### src/rtl/vad_energy.sv
// PDM-density voice activity detector.
// Frame energy from per-window |ones - midscale|, debounced level output.
module vad_energy #(
  parameter int WIN_LOG2       = 5,
  parameter int FRAME_LOG2     = 4,
  parameter int TRIGGER_FRAMES = 2,
  parameter int HANG_FRAMES    = 4
) (
  input  logic                           clk_i,
  input  logic                           rst_i,
  input  logic                           en_i,
  input  logic                           pdm_valid_i,
  input  logic                           pdm_data_i,
  input  logic [WIN_LOG2+FRAME_LOG2-1:0] thresh_i,
  output logic [WIN_LOG2+FRAME_LOG2-1:0] energy_o,
  output logic                           energy_valid_o,
  output logic                           vad_o
);

  localparam int W  = WIN_LOG2;
  localparam int F  = FRAME_LOG2;
  localparam int EW = W + F;
  localparam int TW = $clog2(TRIGGER_FRAMES + 1);
  localparam int HW = $clog2(HANG_FRAMES + 1);

  localparam logic [W:0]    HALF   = (W+1)'(2 ** (W - 1));
  localparam logic [TW-1:0] TRIG_N = TW'(TRIGGER_FRAMES);
  localparam logic [HW-1:0] HANG_N = HW'(HANG_FRAMES);

  typedef enum logic [1:0] {
    S_SILENT = 2'd0,
    S_ARMING = 2'd1,
    S_ACTIVE = 2'd2,
    S_HANG   = 2'd3
  } state_t;

  // window / frame datapath registers
  logic [W:0]    r_ones;
  logic [W-1:0]  r_bit_cnt;
  logic [F-1:0]  r_win_cnt;
  logic [EW-1:0] r_acc;
  logic [EW-1:0] r_energy;
  logic          r_ev;

  // debounce FSM registers
  state_t        r_state;
  logic [TW-1:0] r_trig;
  logic [HW-1:0] r_hang;
  logic          r_vad;

  // combinational helpers
  logic [W:0]    w_ones_final;
  logic [W:0]    w_dev;
  logic [EW-1:0] w_acc_sum;
  logic          w_last_bit;
  logic          w_last_win;
  logic          w_loud;
  logic [TW-1:0] w_trig_inc;
  logic [HW-1:0] w_hang_inc;
  state_t        w_state_n;
  logic [TW-1:0] w_trig_n;
  logic [HW-1:0] w_hang_n;
  logic          w_vad_n;

  assign w_ones_final = r_ones + {{W{1'b0}}, pdm_data_i};
  assign w_last_bit   = &r_bit_cnt;
  assign w_last_win   = &r_win_cnt;
  assign w_acc_sum    = r_acc + EW'(w_dev);
  assign w_loud       = r_energy > thresh_i;
  assign w_trig_inc   = r_trig + TW'(1);
  assign w_hang_inc   = r_hang + HW'(1);

  // distance of the window's ones count from midscale
  always_comb begin
    w_dev = '0;
    if (w_ones_final >= HALF) begin
      w_dev = w_ones_final - HALF;
    end else begin
      w_dev = HALF - w_ones_final;
    end
  end

  // bit/window counting and frame energy accumulation
  always_ff @(posedge clk_i or posedge rst_i) begin
    if (rst_i) begin
      r_ones    <= '0;
      r_bit_cnt <= '0;
      r_win_cnt <= '0;
      r_acc     <= '0;
      r_energy  <= '0;
      r_ev      <= 1'b0;
    end else if (!en_i) begin
      r_ones    <= '0;
      r_bit_cnt <= '0;
      r_win_cnt <= '0;
      r_acc     <= '0;
      r_energy  <= '0;
      r_ev      <= 1'b0;
    end else begin
      r_ev <= 1'b0;
      if (pdm_valid_i) begin
        r_bit_cnt <= r_bit_cnt + W'(1);
        if (w_last_bit) begin
          // window closes: restart ones count with no bit lost
          r_ones    <= '0;
          r_win_cnt <= r_win_cnt + F'(1);
          if (w_last_win) begin
            r_energy <= w_acc_sum;
            r_ev     <= 1'b1;
            r_acc    <= '0;
          end else begin
            r_acc <= w_acc_sum;
          end
        end else begin
          r_ones <= w_ones_final;
        end
      end
    end
  end

  // FSM state and debounce counters
  always_ff @(posedge clk_i or posedge rst_i) begin
    if (rst_i) begin
      r_state <= S_SILENT;
      r_trig  <= '0;
      r_hang  <= '0;
      r_vad   <= 1'b0;
    end else if (!en_i) begin
      r_state <= S_SILENT;
      r_trig  <= '0;
      r_hang  <= '0;
      r_vad   <= 1'b0;
    end else begin
      r_state <= w_state_n;
      r_trig  <= w_trig_n;
      r_hang  <= w_hang_n;
      r_vad   <= w_vad_n;
    end
  end

  // next-state: decisions only on the cycle after a frame completes
  always_comb begin
    w_state_n = r_state;
    w_trig_n  = r_trig;
    w_hang_n  = r_hang;
    if (r_ev) begin
      case (r_state)
        S_SILENT: begin
          if (w_loud) begin
            if (TRIGGER_FRAMES == 1) begin
              w_state_n = S_ACTIVE;
              w_trig_n  = '0;
            end else begin
              w_state_n = S_ARMING;
              w_trig_n  = TW'(1);
            end
          end
        end
        S_ARMING: begin
          if (w_loud) begin
            if (w_trig_inc == TRIG_N) begin
              w_state_n = S_ACTIVE;
              w_trig_n  = '0;
            end else begin
              w_trig_n = w_trig_inc;
            end
          end else begin
            w_state_n = S_SILENT;
            w_trig_n  = '0;
          end
        end
        S_ACTIVE: begin
          if (!w_loud) begin
            if (HANG_FRAMES == 1) begin
              w_state_n = S_SILENT;
              w_hang_n  = '0;
            end else begin
              w_state_n = S_HANG;
              w_hang_n  = HW'(1);
            end
          end
        end
        S_HANG: begin
          if (w_loud) begin
            w_state_n = S_ACTIVE;
            w_hang_n  = '0;
          end else if (w_hang_inc == HANG_N) begin
            w_state_n = S_SILENT;
            w_hang_n  = '0;
          end else begin
            w_hang_n = w_hang_inc;
          end
        end
        default: begin
          w_state_n = S_SILENT;
          w_trig_n  = '0;
          w_hang_n  = '0;
        end
      endcase
    end
  end

  // output decode from the next state so vad_o is a clean register
  always_comb begin
    w_vad_n = (w_state_n == S_ACTIVE) || (w_state_n == S_HANG);
  end

  assign energy_o       = r_energy;
  assign energy_valid_o = r_ev;
  assign vad_o          = r_vad;

endmodule
### config.mk
export PLATFORM = sky130hd
export DESIGN_NAME = vad_energy
export DESIGN_NICKNAME = d
export VERILOG_FILES = /design/src/rtl/vad_energy.sv
export SDC_FILE = /design/constraint.sdc
export NUM_CORES = 1
export LEC_CHECK = 0
export CAP_MARGIN = 15
export CORE_UTILIZATION = 24
export CTS_CLUSTER_DIAMETER = 200
export DETAILED_ROUTE_END_ITERATION = 10
export PLACE_DENSITY = 0.38
export SLEW_MARGIN = 10
export SYNTH_ARGS = -nofsm -noshare
export SYNTH_HDL_FRONTEND = slang
export SYNTH_SLANG_ARGS = --single-unit
export TNS_END_PERCENT = 20
### constraint.sdc
create_clock -name clk_i -period 4.2 [get_ports clk_i]
set_input_delay 1.05 -clock clk_i [delete_from_list [all_inputs] [get_ports clk_i]]
set_output_delay 1.05 -clock clk_i [all_outputs]
set_load 0.01 [all_outputs]
==> results of run 1 <==
-- area by class of cell --
cell class,count,area [um^2]
clock buffers,7,86.33
clock inverters,1,5.005
fillers,1122,7289
inverters,25,93.84
multi-input cells,202,1420
flip-flops and latches,42,1051
well taps,136,170.2
repair buffers,32,300.3
-- cells in the mapped netlist (all sizes together), types with 6 or more instances --
cell type / n
nand2: 27
dfrtp: 42
inv: 25
nand3: 11
nor2: 26
ha: 23
a21oi: 20
xnor2: 11
o21ai: 14
and2: 6
-- flip-flops by register name, indices dropped and copies added, names as in the netlist --
| name | cells |
|---|---|
| vad_o | 1 |
| r_state | 2 |
| r_hang | 3 |
| r_ones | 6 |
| r_trig | 2 |
| r_bit_cnt | 5 |
| r_win_cnt | 4 |
| r_acc | 9 |
| energy_o | 9 |
| energy_valid_o | 1 |
-- per-layer routing --
layer / track usage / vias to the layer above
met2: 0.1888 / 33
met4: 0.03571 / 0
li1: - / 1037
met1: 0.1517 / 972
met5: 0 / -
met3: 0.02330 / 2
-- layout by cell type (no fill, tap or decap), types with 5 or more instances in the layout --
cell type / n
sky130_fd_sc_hd__inv_1: 24
sky130_fd_sc_hd__xnor2_1: 10
sky130_fd_sc_hd__dfrtp_1: 42
sky130_fd_sc_hd__xor2_1: 5
sky130_fd_sc_hd__nand3_1: 10
sky130_fd_sc_hd__clkdlybuf4s50_1: 24
sky130_fd_sc_hd__nor2_1: 26
sky130_fd_sc_hd__nand2_1: 26
sky130_fd_sc_hd__clkbuf_8: 6
sky130_fd_sc_hd__and2_1: 6
sky130_fd_sc_hd__ha_1: 23
sky130_fd_sc_hd__a21oi_1: 19
sky130_fd_sc_hd__o21ai_0: 14
sky130_fd_sc_hd__buf_4: 8
-- final timing paths --
check,from,to,slack [ns],cells past startpoint
setup / recovery,pdm_data_i,energy_o[6]$_DFFE_PP0P_,0.39,15
hold / removal,r_acc[8]$_DFFE_PP0P_,r_acc[8]$_DFFE_PP0P_,0.51,1
setup reg to reg,r_ones[0]$_DFFE_PP0P_,energy_o[6]$_DFFE_PP0P_,1.23,14
hold reg to reg,r_acc[8]$_DFFE_PP0P_,r_acc[8]$_DFFE_PP0P_,0.51,1
max in group asynchronous,rst_i,energy_o[4]$_DFFE_PP0P_,2.61,3
min in group asynchronous,rst_i,r_ones[0]$_DFFE_PP0P_,1.20,3
-- worst max-delay path, stage by stage --
cell	delay [ns]
sky130_fd_sc_hd__clkdlybuf4s50_1	0.46
sky130_fd_sc_hd__ha_1	0.16
sky130_fd_sc_hd__ha_1	0.22
sky130_fd_sc_hd__nand3_1	0.11
sky130_fd_sc_hd__xnor2_1	0.22
sky130_fd_sc_hd__nand2_2	0.11
sky130_fd_sc_hd__nor2_1	0.12
sky130_fd_sc_hd__xnor2_1	0.13
sky130_fd_sc_hd__ha_1	0.29
sky130_fd_sc_hd__nor2b_1	0.17
sky130_fd_sc_hd__o31a_1	0.28
sky130_fd_sc_hd__o21ai_0	0.34
sky130_fd_sc_hd__nand2_1	0.13
sky130_fd_sc_hd__nand4b_1	0.11
sky130_fd_sc_hd__o211ai_1	0.09
-- per-stage QoR --
stage	utilization	power (mW)	hold slack (ns)	area [um^2]	setup slack [ns]
floorplan	-	0.4768	0.4712	2603	0.6966
global placement	0.2914	0.5131	0.5004	3035	0.09358
detailed placement	0.2914	0.5120	0.5014	3035	0.06267
CTS	0.3002	0.7944	0.5118	3127	0.3859
global route	0.3002	0.8179	0.5412	3127	0.08324
finish	0.3002	0.7761	0.5076	3127	0.3908
-- logic make-up after synthesis --
family | share of synthesized area
XOR/XNOR | 0.05673
multiplexers | 0.01346
AND/OR/NAND/NOR | 0.1692
buffers and inverters | 0.05048
flip-flops | 0.4038
adder cells (fa/ha/maj) | 0.1183
AO/OA/AOI/OAI | 0.1880
-- power groups by stage --
stage / logic, mW / clock network (mW) / registers, mW
2_1_floorplan: 0.0598 / 0 / 0.417
3_3_place_gp: 0.0954 / 0 / 0.418
3_5_place_dp: 0.0945 / 0 / 0.418
4_1_cts: 0.0948 / 0.290 / 0.410
5_1_grt: 0.106 / 0.301 / 0.410
6_report: 0.0921 / 0.275 / 0.409
==> implementation parameters, run 1 <==
Parameter                              Value

Logic synthesis
  Cell count after synthesis    278
  Distinct cell type count of the synthesized netlist    between 50 and 60
  Most used flip-flop cell after synthesis    sky130_fd_sc_hd__dfrtp_1
  Net Count, Synth    316
  Area share of the leading cell type in the synthesized netlist    0.4038
  Dominant cell type by area after synthesis    sky130_fd_sc_hd__dfrtp_1
  Sequential element share of the synthesized area    0.4038
  Number of synthesized register bits    42
  Fraction of synthesis flops using an asynchronous set or reset pin    1.000
  Top cells by area in the synthesized netlist    sky130_fd_sc_hd__dfrtp_1 40%, sky130_fd_sc_hd__ha_1 11%, sky130_fd_sc_hd__nand2_1 3.8%
  Synthesized area per cell    ~9.4 um^2
  Netlist area before placement    approximately 2600 um^2
  Number of enable-type register cells in the synthesized netlist    0
  Count of warnings emitted by yosys    0

Die
  Die ar.    around 11000 um^2
  Die outline height    between 100 and 150 um
  Floorplan die width    around 110 um
  Initial core utilization    0.2498
  Top-level port count    25
  Placement Rows    37
  Area of the placeable core    approximately 10000 um^2

Timing
  RSZ-0062 raised after global routing    no
  Final hold violations    0
  Final number of max-transition violations    0
  Setup skew after layout    0.005882 ns
  Peak Freq    262.5 MHz
  Final setup violation count    0
  Worst Tran Pin Value    a little under 0.7 ns
  Final setup TNS    0 ns
  Share of the clock period used by the worst path after layout    0.9070
  Crit path time final    3.809 ns
  Relative slew slack    0.5401

Drt
  Initial drt markers    47
  Average wire per standard cell    ~14 um
  Wire length on met1    slightly above 3 mm
  Vias per inst    approximately 4.6
  Count of vias placed by the detailed router    just over 2000
  DRC violation count after routing    0
  Wire length on met2    ~2.7 mm
  First-pass DRT Iterations    4
  Uppermost signal routing layer after detailed routing    met4
  Routed met3 length    between 200 and 250 um
  Routed wire length    between 6 and 7 mm
  Remaining antenna violation count    0

Pwr
  Proportion of power drawn by flip-flops and latches    0.528
  Static leakage    approximately 1.4 nW
  Share of total power in the clock network    0.354
  VDD IR max    between 100 and 150 uV
  P per Cell Area    between 200 and 250 nW/um^2
  Net switching power    between 150 and 200 uW
  Combinational group share of total power    0.119
  Sw frac    0.2522
  Internal Pwr Total    a little under 600 uW

Finish
  Antenna diode count    0
  Nets@finish    346
  Fraction of final layout cells sized beyond drive strength 1    0.1068
  Final cell count without fillers    445
  Area added between synthesis and finish    20.14%

CTS
  Post-CTS setup buffer count    0
  CTS hold repair buffers    0
  Clock transition time at the flip-flop clock pins of the worst setup and hold paths    around 0.080 ns
  Clock tree from TritonCTS    done
  CTS Sinks    42
  Clk Latency, worst-skew pair    around 0.29 ns
  Root Buffer Master    sky130_fd_sc_hd__clkbuf_8
  Longest Clk Path Bufs    2
  Maximum level of the CTS H-tree    2
  Number of resized instances in the post-cts repair step    0
  Clock buffer count from CTS    5

Setup path
  CP endpoint kind    flop
  Required @ worst endpoint    4.38 ns
  Arrival time worst endpoint    about 4.0 ns
  Largest fanout of any net on the critical path    4
  Critical path launch point type    primary input
  Setup CP Type    primary input to flop

Placed design
  Detailed placer's ending HPWL    approximately 4.5 mm
  Placed cell count    between 400 and 500
  Placer Congestion    ~0.72
  Count of input and output buffers    24

Global routing
  Overflow left after global routing    0
  Maximum number of pins on one net before global-route repair    43
  GR Util All Layers    0.1152
  Vias in the first global route    approximately 2100
  Initial antenna violation count    0
  Global-route wire length before repair    just over 10 mm

Status
  Run status    finished, final reports clean

Job
  Max-cap violations    0

Worst hold path
  Worst hold path class    flop to flop
No activity file was read; power rests on OpenSTA's default activity.
==> run 2: changes to the inputs <==
--- a/config.mk
+++ b/config.mk
@@ -11,4 +11,5 @@
 export DETAILED_ROUTE_END_ITERATION = 10
 export PLACE_DENSITY = 0.38
+export SKIP_CTS_REPAIR_TIMING = 1
 export SLEW_MARGIN = 10
 export SYNTH_ARGS = -nofsm -noshare
==> constraint.sdc (replaced) <==
create_clock -name clk_i -period 4.2 [get_ports clk_i]
set_input_delay 1.05 -clock clk_i [delete_from_list [all_inputs] [get_ports clk_i]]
set_output_delay 1.05 -clock clk_i [all_outputs]
set_load 0.02 [all_outputs]
==> results of run 2 <==
The final DEF is identical to that of run 1; final timing and power are the same.
